## src/rtl/piso_serializer.sv

```systemverilog
// piso_serializer: parallel-in, serial-out transmitter, LSB first, one bit per clock.
// Ports: clk, reset_n (async, active-low), d/load/ready (parallel handshake),
//        sout/sout_valid/sout_last (serial stream with frame qualifiers).
// Build option: define PISO_PARITY_EN to append an even-parity bit after the MSB.
module piso_serializer #(
    parameter int WIDTH = 8
) (
    input  logic             clk,
    input  logic             reset_n,
    input  logic [WIDTH-1:0] d,
    input  logic             load,
    output logic             ready,
    output logic             sout,
    output logic             sout_valid,
    output logic             sout_last
);

`ifdef PISO_PARITY_EN
    localparam int FRAME = WIDTH + 1;
`else
    localparam int FRAME = WIDTH;
`endif
    localparam int CW = $clog2(FRAME);
    localparam logic [CW-1:0] LAST = CW'(FRAME - 1);

    typedef enum logic {
        IDLE  = 1'b0,
        SHIFT = 1'b1
    } state_t;

    state_t           r_state;
    logic [FRAME-1:0] r_sr;
    logic [CW-1:0]    r_cnt;

    state_t           w_state_nxt;
    logic [FRAME-1:0] w_sr_nxt;
    logic [CW-1:0]    w_cnt_nxt;
    logic [FRAME-1:0] w_frame;
    logic             w_last;
    logic             w_accept;

`ifdef PISO_PARITY_EN
    assign w_frame = {^d, d};
`else
    assign w_frame = d;
`endif

    assign w_last   = (r_state == SHIFT) && (r_cnt == LAST);
    // Ready re-opens in the last-bit cycle so frames can run back-to-back.
    assign ready    = (r_state == IDLE) || w_last;
    assign w_accept = load && ready;

    always_ff @(posedge clk or negedge reset_n) begin
        if (!reset_n) begin
            r_state <= IDLE;
            r_sr    <= '0;
            r_cnt   <= '0;
        end else begin
            r_state <= w_state_nxt;
            r_sr    <= w_sr_nxt;
            r_cnt   <= w_cnt_nxt;
        end
    end

    always_comb begin
        w_state_nxt = r_state;
        w_sr_nxt    = r_sr;
        w_cnt_nxt   = r_cnt;
        if (w_accept) begin
            w_state_nxt = SHIFT;
            w_sr_nxt    = w_frame;
            w_cnt_nxt   = '0;
        end else begin
            unique case (r_state)
                IDLE: begin
                    w_state_nxt = IDLE;
                end
                SHIFT: begin
                    if (w_last) begin
                        w_state_nxt = IDLE;
                    end else begin
                        w_sr_nxt  = r_sr >> 1;
                        w_cnt_nxt = r_cnt + CW'(1);
                    end
                end
            endcase
        end
    end

    assign sout_valid = (r_state == SHIFT);
    assign sout       = (r_state == SHIFT) && r_sr[0];
    assign sout_last  = w_last;

endmodule

```

## config.mk

```make
export PLATFORM = sky130hd
export DESIGN_NAME = piso_serializer
export DESIGN_NICKNAME = d
export VERILOG_FILES = /design/src/rtl/piso_serializer.sv
export SDC_FILE = /design/constraint.sdc
export NUM_CORES = 1
export LEC_CHECK = 0
export CELL_PAD_IN_SITES_DETAIL_PLACEMENT = 1
export CELL_PAD_IN_SITES_GLOBAL_PLACEMENT = 2
export CORE_MARGIN = 4
export CORE_UTILIZATION = 32
export DETAILED_ROUTE_END_ITERATION = 7
export PLACE_DENSITY = 0.75
export SKIP_CTS_REPAIR_TIMING = 1
export SLEW_MARGIN = 20
export SYNTH_ARGS = -nofsm -noshare
export SYNTH_HDL_FRONTEND = slang
export SYNTH_SLANG_ARGS = --single-unit
```

## constraint.sdc

```tcl
create_clock -name clk -period 1.9 [get_ports clk]
set_input_delay 0.38 -clock clk [delete_from_list [all_inputs] [get_ports clk]]
set_output_delay 0.38 -clock clk [all_outputs]
set_load 0.005 [all_outputs]
```

=== Word-level counts from Yosys, hierarchy flattened ===
Index checks and enable logic that the tools add are counted.

* $add $sub $neg: 1
* Equality and inequality tests: 2
* Muxes and demuxes: 9
* Bitwise operators: 1
* Reductions and logical operators: 6

{| class="wikitable"
|+ Operators with widths
! operator !! count
|-
| 8-bit 2-to-1 mux || 3
|-
| 3-bit 2-to-1 mux || 3
|-
| 3-bit by 1-bit adder with 3-bit output, second input constant || 1
|-
| 3-bit equality test, second input constant || 1
|-
| 1-bit logical AND || 3
|-
| 1-bit 2-to-1 mux || 2
|-
| 2-bit by 1-bit != test with 1-bit output, second input constant || 1
|-
| 1-bit case mux with 2 select lines || 1
|-
| 2-bit AND reduction || 1
|-
| 2-bit nonzero test || 1
|-
| 1-bit logical OR || 1
|-
| 1-bit inverter || 1
|}

* Bits in registers: 12
* Input port bits: 11
* Output and inout port bits: 4
* Logic and storage cells: 22

=== Longest topological paths before layout ===
* Word-level depth: 6
* Mapped depth: 5
* Mapped depth without buffers: 4

=== Least setup slack after synthesis ===
OpenSTA, ideal clock, no wires.

* Path type: register -> register
* Start point: reg r_cnt[0]
* End point: reg r_sr[0]
* Library setup time: 0.125 ns
* Arrival: 1.406 ns
* Data required time: 1.775 ns
* Path slack: 0.369 ns
* Cell stages (with the launch flop): 6
* Buffers on the path: 1
* Clock period less this slack: 1.531 ns
* Cell sequence: dfrtp_1 -> ha_1 -> ha_1 -> nand2b_1 -> buf_4 -> mux2_4

* Cells in the longest elaborated chain, start to end: 6
* Elaborated cells between the ends (all ways): 8
* Classes of those cells: eq/ne (2); mux (1); reduce/logical (5)

{| class="wikitable"
|+ Ends and longest elaborated chain
! element !! RTL line !! text
|-
| from (decl) || 33 || <nowiki>logic [CW-1:0] r_cnt;</nowiki>
|-
| from (signal assigned) || 61 || <nowiki>r_cnt <= w_cnt_nxt;</nowiki>
|-
| 3-bit equality test (*) || 48 || <nowiki>assign w_last = (r_state == SHIFT) && (r_cnt == LAST);</nowiki>
|-
| 1-bit logical AND (*) || 48 ||
|-
| 1-bit logical OR (*) || 50 || <nowiki>assign ready = (r_state == IDLE) || w_last;</nowiki>
|-
| net ready || 12 || <nowiki>output logic ready,</nowiki>
|-
| 1-bit logical AND (*) || 51 || <nowiki>assign w_accept = load && ready;</nowiki>
|-
| 2-bit by 1-bit != test with 1-bit output (no source line) or 2-bit nonzero test (tied branches) || - ||
|-
| 2-bit AND reduction (no source line) || - ||
|-
| to (signal assigned) || 60 || <nowiki>r_sr <= w_sr_nxt;</nowiki>
|-
| to (decl) || 32 || <nowiki>logic [FRAME-1:0] r_sr;</nowiki>
|}

The timed path passes the listed nets; every way through them passes the cells marked *.
A chain may end at the register's enable or synchronous reset.

=== Worst setup path in the final report ===
* Start point: reg r_cnt[0]
* End point: out ready

* Cells in the longest elaborated chain, start to end: 3

{| class="wikitable"
|+ Ends and longest elaborated chain
! element !! RTL line
|-
| 3-bit equality test || 48
|-
| 1-bit logical AND || 48
|-
| 1-bit logical OR || 50
|-
| to (decl) || 12
|}

Every way passes these cells.

==> run summary <==
RUN STATUS
--------------------------------------------------------------------------------------
Outcome .................................................................    completed

STA
--------------------------------------------------------------------------------------
Transition time at the pin with the least slew margin ...................     0.552 ns
Number of max-slew violations in the final report .......................            0
Setup repair after global routing missed its margin .....................        false
Highest achievable clock rate ...........................................    0.564 GHz
Fin Clk Skew ............................................................   0.00377 ns
Min Tclk post-route .....................................................      1.77 ns
Worst slew margin .......................................................        63.1%
Final sum of negative setup slack .......................................         0 ns
Endpoints failing setup .................................................            0
Final worst-path cycle share ............................................        93.3%
Hold WS .................................................................     0.454 ns
Count of endpoints failing hold in the final timing report ..............            0

GLOBAL ROUTE
--------------------------------------------------------------------------------------
Total Routing Usage GR ..................................................        10.3%
Maximum number of pins on one net before global-route repair ............           13
Number of global-route vias before repair ...............................          399
Wire length of the first global-routing pass ............................      1990 um
Gr ovfl total ...........................................................            0
Initial antenna violation count .........................................            0

CLOCKING
--------------------------------------------------------------------------------------
Buffer cell driving the clock tree root .................................     clkbuf_4
Number of buffers between clock root and the deepest sink ...............            2
Clock slew at reported path FFs .........................................      0.08 ns
Clock tree from TritonCTS ...............................................        built
Clk sink count ..........................................................           12
Total clock buffers created by CTS ......................................            3
Clock insertion delay at the later pin of the skew report ...............      0.28 ns
Clock H-tree levels .....................................................            1

DRT
--------------------------------------------------------------------------------------
Routed wire length ......................................................      1200 um
Antenna-violating nets left .............................................            0
Length of routed met3 wiring ............................................        61 um
Met2 Routed Length ......................................................       503 um
Max Used Layer ..........................................................         met4
Violation count after the first detailed-route iteration ................            5
Routed metal-1 wire length ..............................................       605 um
First-pass DRT Iterations ...............................................            3
Post-detailed-route wirelength per cell .................................      14.1 um
Ratio of routed vias to standard cells ..................................         4.45
Count of vias placed by the detailed router .............................          378
Number of remaining DRC errors ..........................................            0

YOSYS
--------------------------------------------------------------------------------------
Top cells by area, synth ................................................ dfrtp_1, mux2_4, mux2_2
Post-synthesis sequential element count .................................           12
Synthesized netlist net count ...........................................           55
Fraction of synthesis flops using an asynchronous set or reset pin ......         100%
Most area-hungry cell type in the Yosys netlist .........................      dfrtp_1
Cell area after technology mapping ......................................    636 sq um
Most used flip-flop cell after synthesis ................................      dfrtp_1
Yosys warning count .....................................................            0
Top-area cell type share of the netlist area ............................        47.2%
Most frequent cell after synthesis ......................................      dfrtp_1
Part of the Yosys area used for sequential elements .....................        47.2%
Synthesized netlist cell count ..........................................           42
Most common library cells after synthesis ............................... dfrtp_1, mux2_4, mux2_2
Number of enable flip-flop cells after synthesis ........................            0
Avg Cell Area, Syn ......................................................   15.1 sq um
Synth cell types ........................................................           10

POWER
--------------------------------------------------------------------------------------
Internal power contribution .............................................   0.000802 W
Combinational power share ...............................................        44.0%
Power, Total ............................................................    0.00111 W
NetSw ...................................................................   0.000308 W
Sequential cell fraction of total power .................................        37.3%
Part of the power in the clock network ..................................        18.6%
Peak VDD IR .............................................................   0.000595 V
Switching share of power ................................................        27.7%
Cell Pwr Density ........................................................ 1300 nW/um^2
Leakage power summed over all cells .....................................     0.430 nW

FLOORPLANNING
--------------------------------------------------------------------------------------
Effective utilization at floorplan ......................................        35.3%
# rows ..................................................................           15
Overall die area ........................................................   2760 sq um
Die outline height ......................................................      52.6 um
Horizontal die dimension ................................................      52.6 um
Ports placed on the boundary ............................................           15
Floorplan Core Area .....................................................   1800 sq um

WORST SETUP PATH
--------------------------------------------------------------------------------------
Crit path max fanout ....................................................            3
Startpoint types ........................................................    flip-flop
Library cell contributing the largest single delay on the critical path .      dfrtp_1
CP arrival ..............................................................      1.39 ns
Critical Setup Path Class ............................................... flip-flop to output port
Required time at the endpoint of the critical path ......................      1.52 ns
Endpoint class of the critical path .....................................  output port
Crit-path most repeated cell ............................................         ha_1
Largest stage delay on the critical path ................................      0.40 ns
Cells along the critical path ........................................... ha_1, ha_1, nand2b_1, dlymetal6s2s_1

JOB
--------------------------------------------------------------------------------------
Number of violations of the max-capacitance limit .......................            0

LAYOUT
--------------------------------------------------------------------------------------
Ant diodes ..............................................................            0
Total number of nets in the final design ................................           74
Final Cell Area .........................................................    857 sq um
Layout area overhead ....................................................        34.8%
Core Util, Final ........................................................        47.6%
Fraction of final layout cells sized beyond drive strength 1 ............        38.3%

PLACEMENT
--------------------------------------------------------------------------------------
Total placed instance area ..............................................    816 sq um
Gp weighted congestion ..................................................        0.648
Detailed placement HPWL .................................................       812 um
PortBufs ................................................................           14

MIN PATH
--------------------------------------------------------------------------------------
Class of the tightest hold or removal check ............................. input pin to asynchronous set/reset pin

layer usage:
metal	GRT usage, %	vias to the layer above
met4	5.11	0
li1	-	182
met2	14.7	13
met1	14.0	179
met3	2.85	4
met5	0	-
final timing paths:
kind | cells after the start | end | startpoint | slack (ns)
worst max-delay path | 4 | ready | r_cnt[0] | 0.13
worst min-delay path | 1 | r_sr[0] | reset_n | 0.45
worst max register to register | 5 | r_sr[1] | r_cnt[0] | 0.32
worst min register to register | 1 | r_cnt[0] | r_cnt[0] | 0.49
max in group asynchronous | 1 | r_sr[5] | reset_n | 1.08
min in group clk | 1 | r_cnt[0] | r_cnt[0] | 0.49
sequential cells by signal, indices dropped and copies added (netlist names):
signal      flops
r_sr            8
sout_valid      1
r_cnt           3
power by group through the flow:
stage	clock (W)	combinational (W)	sequential, W
CTS	0.000215	0.000507	0.000416
global placement	0	0.000498	0.000419
detailed placement	0	0.000504	0.000421
finish	0.000207	0.000489	0.000415
global route	0.000234	0.000546	0.000429
floorplan	0	0.000356	0.000405
placed cells by master, fill, tap and decap left out:
cell type	Yosys	routed
clkbuf_8	0	1
nand2b_1	3	3
buf_4	1	1
and2b_1	2	2
mux2_2	7	7
ha_1	2	2
clkbuf_4	0	3
dfrtp_1	12	12
clkdlybuf4s50_1	0	12
mux2_4	10	10
buf_12	0	1
mux2i_1	1	1
dlymetal6s2s_1	0	2
and2_1	3	3
area by class of cell:
type	instances	area, sq um
Clock buffer	4	36.3
Fill cell	199	945
Multi-Input combinational cell	28	317
Sequential cell	12	300
Tap cell	25	31.3
Timing Repair Buffer	16	173
logic make-up after synthesis:
kind of cell  share of synthesized area, %
mux                                   37.6
flops                                 47.2
simple gates                          8.27
buf+inv                               2.95
fa+ha+maj                             3.94
critical path, delay by kind of cell, from the launching register on:
kind,cells,cell delay (ns)
buffers and inverters,1,0.17
adder cells (fa/ha/maj),2,0.38
flip-flops,1,0.40
AND/OR/NAND/NOR,1,0.17
per-stage QoR:
stage	setup slack (ns)	cells
2_1_floorplan	0.369	42
3_3_place_gp	0.144	81
3_5_place_dp	0.135	81
4_1_cts	-0.193	85
5_1_grt	0.0625	85
6_report	0.128	85
Power figures use the tool's default switching activity.
==> patch 1: new RTL, same flow settings <==
Reset style: synchronous (`reset_n`), changed in one clocked block. Comments in the files are not updated.
--- a/src/rtl/piso_serializer.sv
+++ b/src/rtl/piso_serializer.sv
@@ -50,7 +50,7 @@
     assign ready    = (r_state == IDLE) || w_last;
     assign w_accept = load && ready;
 
-    always_ff @(posedge clk or negedge reset_n) begin
+    always_ff @(posedge clk) begin
         if (!reset_n) begin
             r_state <= IDLE;
             r_sr    <= '0;
Formal check against the unedited RTL: differs if reset_n is asserted again (counterexample within 4 cycles, from zero or initial values and one cycle with reset_n low); with reset_n held inactive, the same outputs for 10 cycles.
==> patch 1 against the original RTL <==
  * Sequential cell count unchanged
  * Design area down 11%
  * Synthesized area down 14%
  * Highest routed layer unchanged
  * Global-route usage up 1.8 points
  * Setup slack better by 0.10 ns
  * Routed wire length down 1.7%
  * Die area down 12%
Power is not compared: it rests on default switching activity, and its combinational part moved more than twofold at a synthesized area within 25%.
==> patch 1: results (changes against the original RTL) <==
* finished clean — result of the run, unchanged
* 0.0891 mW — power in combinational cells
* 464 — vias in the first global route, was 399
* register to register — worst hold-check path type, was input pin to async pin
* 1.668 ns — shortest period the worst path allows, was 1.772 ns
* 0.3866 ns — Worst-Margin Slew, was 0.5519 ns
* 2 — critical-path maximum fanout, was 3
* dfxtp_1 — Main synth FF type, was dfrtp_1
* 461 — vias after detailed routing, was 378
* 48.5% — Flop pwr share
* 68 — synthesized net count, was 55
* 43.94% — fraction of the yosys area taken by sequential cells, was 47.24%
* dfxtp_1 (12), mux2i_1 (8), a21oi_1 (7) — leading post-synthesis cells by instance count, was dfrtp_1 (12), mux2_4 (10), mux2_2 (7)
* r_sr[0] — endpoint of the most critical register-to-register path, was r_sr[1]
* 849.2 um — estimated wirelength of the detail-placed design, was 811.8 um
* 0.004838 ns — Max Clock Skew, was 0.003767 ns
* 13.06 um — routed wirelength normalized by instance count, was 14.06 um
* 0.50 ns — slack of the worst reg-to-reg path, was 0.32 ns
* 19 — pin count of the biggest net entering global routing, was 13
* 21.62% — share of post-route cells with drive strength above 1, was 38.33%
* 18 — number of distinct standard cells referenced by the synthesized netlist, was 10
* r_cnt[0] — worst r2r src, unchanged
* 88 — nets@finish, was 74
* r_cnt[1] — source of the worst hold timing path
* dfxtp_2 — slowest library cell on the worst path, was dfrtp_1
* 0% — fraction of registers with async set/reset, was 100.0%
* 0 — ant diodes, unchanged
* dfxtp_1 (44%), mux2i_1 (15%), a21oi_1 (6.4%), o21ai_0 (5.5%), ha_1 (4.6%) — leading post-synthesis cells by cell area, was dfrtp_1 (47%), mux2_4 (24%), mux2_2 (12%), ha_1 (3.9%), and2_1 (3.0%)
* 0.5726 mW — post-layout power
* 0.4986 ns — worst hold-check slack, was 0.4540 ns
* adder cells — cell class contributing the biggest share of worst-path delay, was flip-flops
* r_sr — register ranked first by flip-flop count, unchanged
* 0.33 ns — largest incremental delay on the critical path, was 0.40 ns
* 7 — FF-to-FF path depth, was 5
* 1.29 ns — worst endpoint data arrival time, was 1.39 ns
* 2111 um — first-pass GRT wire length, was 1987 um
* 1 — drt first-iter violations, was 5
* 0.1832 ns — pre-CTS setup slack, was 0.1352 ns
* 12.05% — total global-route track usage, was 10.28%
* 0.5992 — gpl congestion, was 0.6478
[patch 1: cell count changes after synthesis, moves of 3 or more]
cell,delta
dfrtp_1,-12
dfxtp_1,+12
mux2_4,-10
a21oi_1,+7
mux2_2,-7
mux2i_1,+7
o21ai_0,+6
and2_1,-3
nand2_1,+3
nand2b_1,-3
[patch 1: through the flow]
stage | utilization (%) | setup TNS [ns] | cells | cell area [sq um]
6_report | 48.72 | 0 | 90 | 759.5
5_1_grt | 48.72 | 0 | 90 | 759.5
4_1_cts | 47.59 | -0.2698 | 89 | 742.0
3_5_place_dp | 45.26 | 0 | 85 | 705.7
3_3_place_gp | 45.26 | 0 | 85 | 705.7
2_1_floorplan | - | 0 | 55 | 546.8
[patch 1: final cells by class]
cell class | count | area (sq um)
Inverter | 1 | 3.754
Timing Repair Buffer | 18 | 175.2
Multi-Input combinational cell | 39 | 281.5
Fill cell | 183 | 799.5
Sequential cell | 12 | 242.7
Clock buffer | 4 | 36.28
Tap cell | 16 | 20.02
[patch 1: layer usage]
layer  global-route usage, %  vias to the layer above  wire length [um]
li1                        -                      232                 -
met1                   13.12                      219               491
met2                   19.20                        8               615
met3                   4.281                        2                59
met4                   8.531                        0                10
met5                       0                        -                 0
[patch 1: cell families (layout without fill, tap and decap cells)]
group	after synthesis	in the layout	share of synthesized area, %
DFF	12	12	43.94
adders and majority gates	2	2	4.576
buffers and inverters	4	23	5.033
and+or+nand+nor	11	11	12.81
muxes	8	8	14.65
AOI/OAI and AO/OA	18	18	18.99
[patch 1: worst min-delay path, cell delays in order, from the launching register on]
cell	delay, ns
dfxtp_2	0.32
nand3b_1	0.07
a21boi_0	0.07
==> patch 2: new RTL, config.mk and constraints unchanged <==
Made on the original files. Build with the macro `PISO_PARITY_EN` defined.
--- a/src/rtl/piso_serializer.sv
+++ b/src/rtl/piso_serializer.sv
@@ -2,6 +2,8 @@
 // Ports: clk, reset_n (async, active-low), d/load/ready (parallel handshake),
 //        sout/sout_valid/sout_last (serial stream with frame qualifiers).
 // Build option: define PISO_PARITY_EN to append an even-parity bit after the MSB.
+`define PISO_PARITY_EN
+
 module piso_serializer #(
     parameter int WIDTH = 8
 ) (
Behaviour: not the same (a bounded check fails within 10 cycles, from zero or initial values and one cycle with reset_n low).
==> patch 2 against the original RTL <==
  * Routed wire length rose by 28%
  * Sequential cell count rose by 2
  * Hold slack worse by 0.033 ns
  * Clock power fell by 20%
  * Non-clock buffer count is 1 higher
  * Count of clock-buffer cells in the layout decreased by 1
  * Total power is 11% higher
  * Clock skew shrank 0.0013 ns
  * Sequential power increased by 27%
  * Synthesized area rose by 17%
  * Via count grew 46%
  * Design area increased by 11%
  * Core utilization is 4.5 points lower
  * Setup slack improved by 0.043 ns
==> patch 2: results (changes against the original RTL) <==
* 7 — FF-to-FF path depth, was 5
* 4.709 — vias per inst, was 4.447
* 1 — drt first-iter violations, was 5
* 9 — number of flip-flops under the largest register name, was 8
* 85 — synthesized net count, was 55
* 11.30% — total global-route track usage, was 10.28%
* 0.4811 nW — leakage power figure, was 0.4296 nW
* 1130 um — estimated wirelength of the detail-placed design, was 811.8 um
* 11.24% — share of post-route cells with drive strength above 1, was 38.33%
* 265 — filler instances, was 199
* 521.1 uV — IR drop worst, VDD, was 594.6 uV
* r_cnt[0] — worst r2r src, unchanged
* 0.002512 ns — Max Clock Skew, was 0.003767 ns
* 2746 um — first-pass GRT wire length, was 1987 um
* 104 — nets@finish, was 74
* 6 — critical-path maximum fanout, was 3
* finished clean — result of the run, unchanged
* 100.0% — fraction of registers with async set/reset, unchanged
* sout_valid — worst setup path startpoint, was r_cnt[0]
* 1 — deepest level of the CTS H-tree, unchanged
* 0.2254 ns — Worst-Margin Slew, was 0.5519 ns
* input pin to async pin — worst hold-check path type, unchanged
* 0 — DRC violations left, unchanged
* 4 — first drt pass iteration count, was 3
* clkbuf_4 — CTS root buf, unchanged
* sout — Critical path destination, was ready
* 0.39 ns — slack of the worst reg-to-reg path, was 0.32 ns
* 47.14% — fraction of the yosys area taken by sequential cells, was 47.24%
* 21 — number of distinct standard cells referenced by the synthesized netlist, was 10
* 0 — antenna violations before repair, unchanged
* dfrtp_1 (14), a21oi_1 (9), mux2i_1 (9), nor2_1 (9), xnor2_1 (8) — leading post-synthesis cells by instance count, was dfrtp_1 (12), mux2_4 (10), mux2_2 (7)
* 14 — Buffers on Ports, unchanged
* 2 — number of buffers on the longest clock path, unchanged
* 0.6833 — gpl congestion, was 0.6478
* 23 — pin count of the biggest net entering global routing, was 13
* 1527 um — overall routed net length, was 1195 um
* r_cnt[2] — endpoint of the most critical register-to-register path, was r_sr[1]
* 0 — ant diodes, unchanged
* 0 — yosys warns, unchanged
* r_sr — register ranked first by flip-flop count, unchanged
* 575 — vias in the first global route, was 399
* 1.35 ns — worst endpoint data arrival time, was 1.39 ns
* dfrtp_1 (47%), mux2i_1 (12%), xnor2_1 (9.4%), a21oi_1 (6.1%), nor2_1 (4.5%) — leading post-synthesis cells by cell area, was dfrtp_1 (47%), mux2_4 (24%), mux2_2 (12%), ha_1 (3.9%), and2_1 (3.0%)
## patch 2: per-stage QoR
| step | std cells | util [%] | area, sq um | worst slack, ns |
|---|---|---|---|---|
| detailed placement | 114 | 41.74 | 923.4 | 0.1373 |
| CTS | 117 | 42.76 | 945.9 | -0.1874 |
| finish | 117 | 43.10 | 953.4 | 0.1715 |
| global placement | 114 | 41.74 | 923.4 | 0.1711 |
| global route | 117 | 43.10 | 953.4 | 0.08600 |
| floorplan | 72 | - | 743.2 | 0.4935 |
## patch 2: how the worst min path moves through the flow
stage	start	endpoint	slack, ns	depth (start not counted)
after floorplan	reset_n	r_cnt[0]	0.08	0
after global placement	r_sr[4]	r_sr[3]	0.51	2
after detailed placement	r_sr[1]	r_sr[0]	0.52	2
after CTS	reset_n	r_sr[0]	0.42	2
after global routing	reset_n	r_sr[0]	0.43	2
final	reset_n	r_sr[0]	0.42	2
## patch 2: layer usage
layer | track usage, % | share of wire (%)
met2 | 17.03 | 47
met4 | 5.085 | 1.0
met1 | 15.25 | 47
met3 | 2.552 | 5.2
met5 | 0 | 0
## patch 2: layout make-up
class                   instances  area (sq um)  share of cell area, %
multi-input cells              51         362.8                  38.06
flip-flops and latches         14         350.3                  36.75
repair buffers                 17         167.7                  17.59
well taps                      28         35.03                  3.675
clock buffers                   3         22.52                  2.362
inverters                       4         15.01                  1.575
## patch 2: worst max-delay path: stages (launching register included)
cell	delay (ns)
dfrtp_1	0.44
and2_1	0.15
clkdlybuf4s50_1	0.49
## patch 2: cell families after synthesis
logic type | synth area share [%]
fa+ha+maj | 3.366
mux | 12.12
flops | 47.14
compound gates | 9.258
buf+inv | 4.377
simple gates | 14.31
xor+xnor | 9.428
## patch 2: report_power, final
part,internal (mW),switching [mW]
Clock,0.0734,0.0924
Combinational,0.279,0.266
Sequential,0.429,0.0957
Total,0.781,0.454
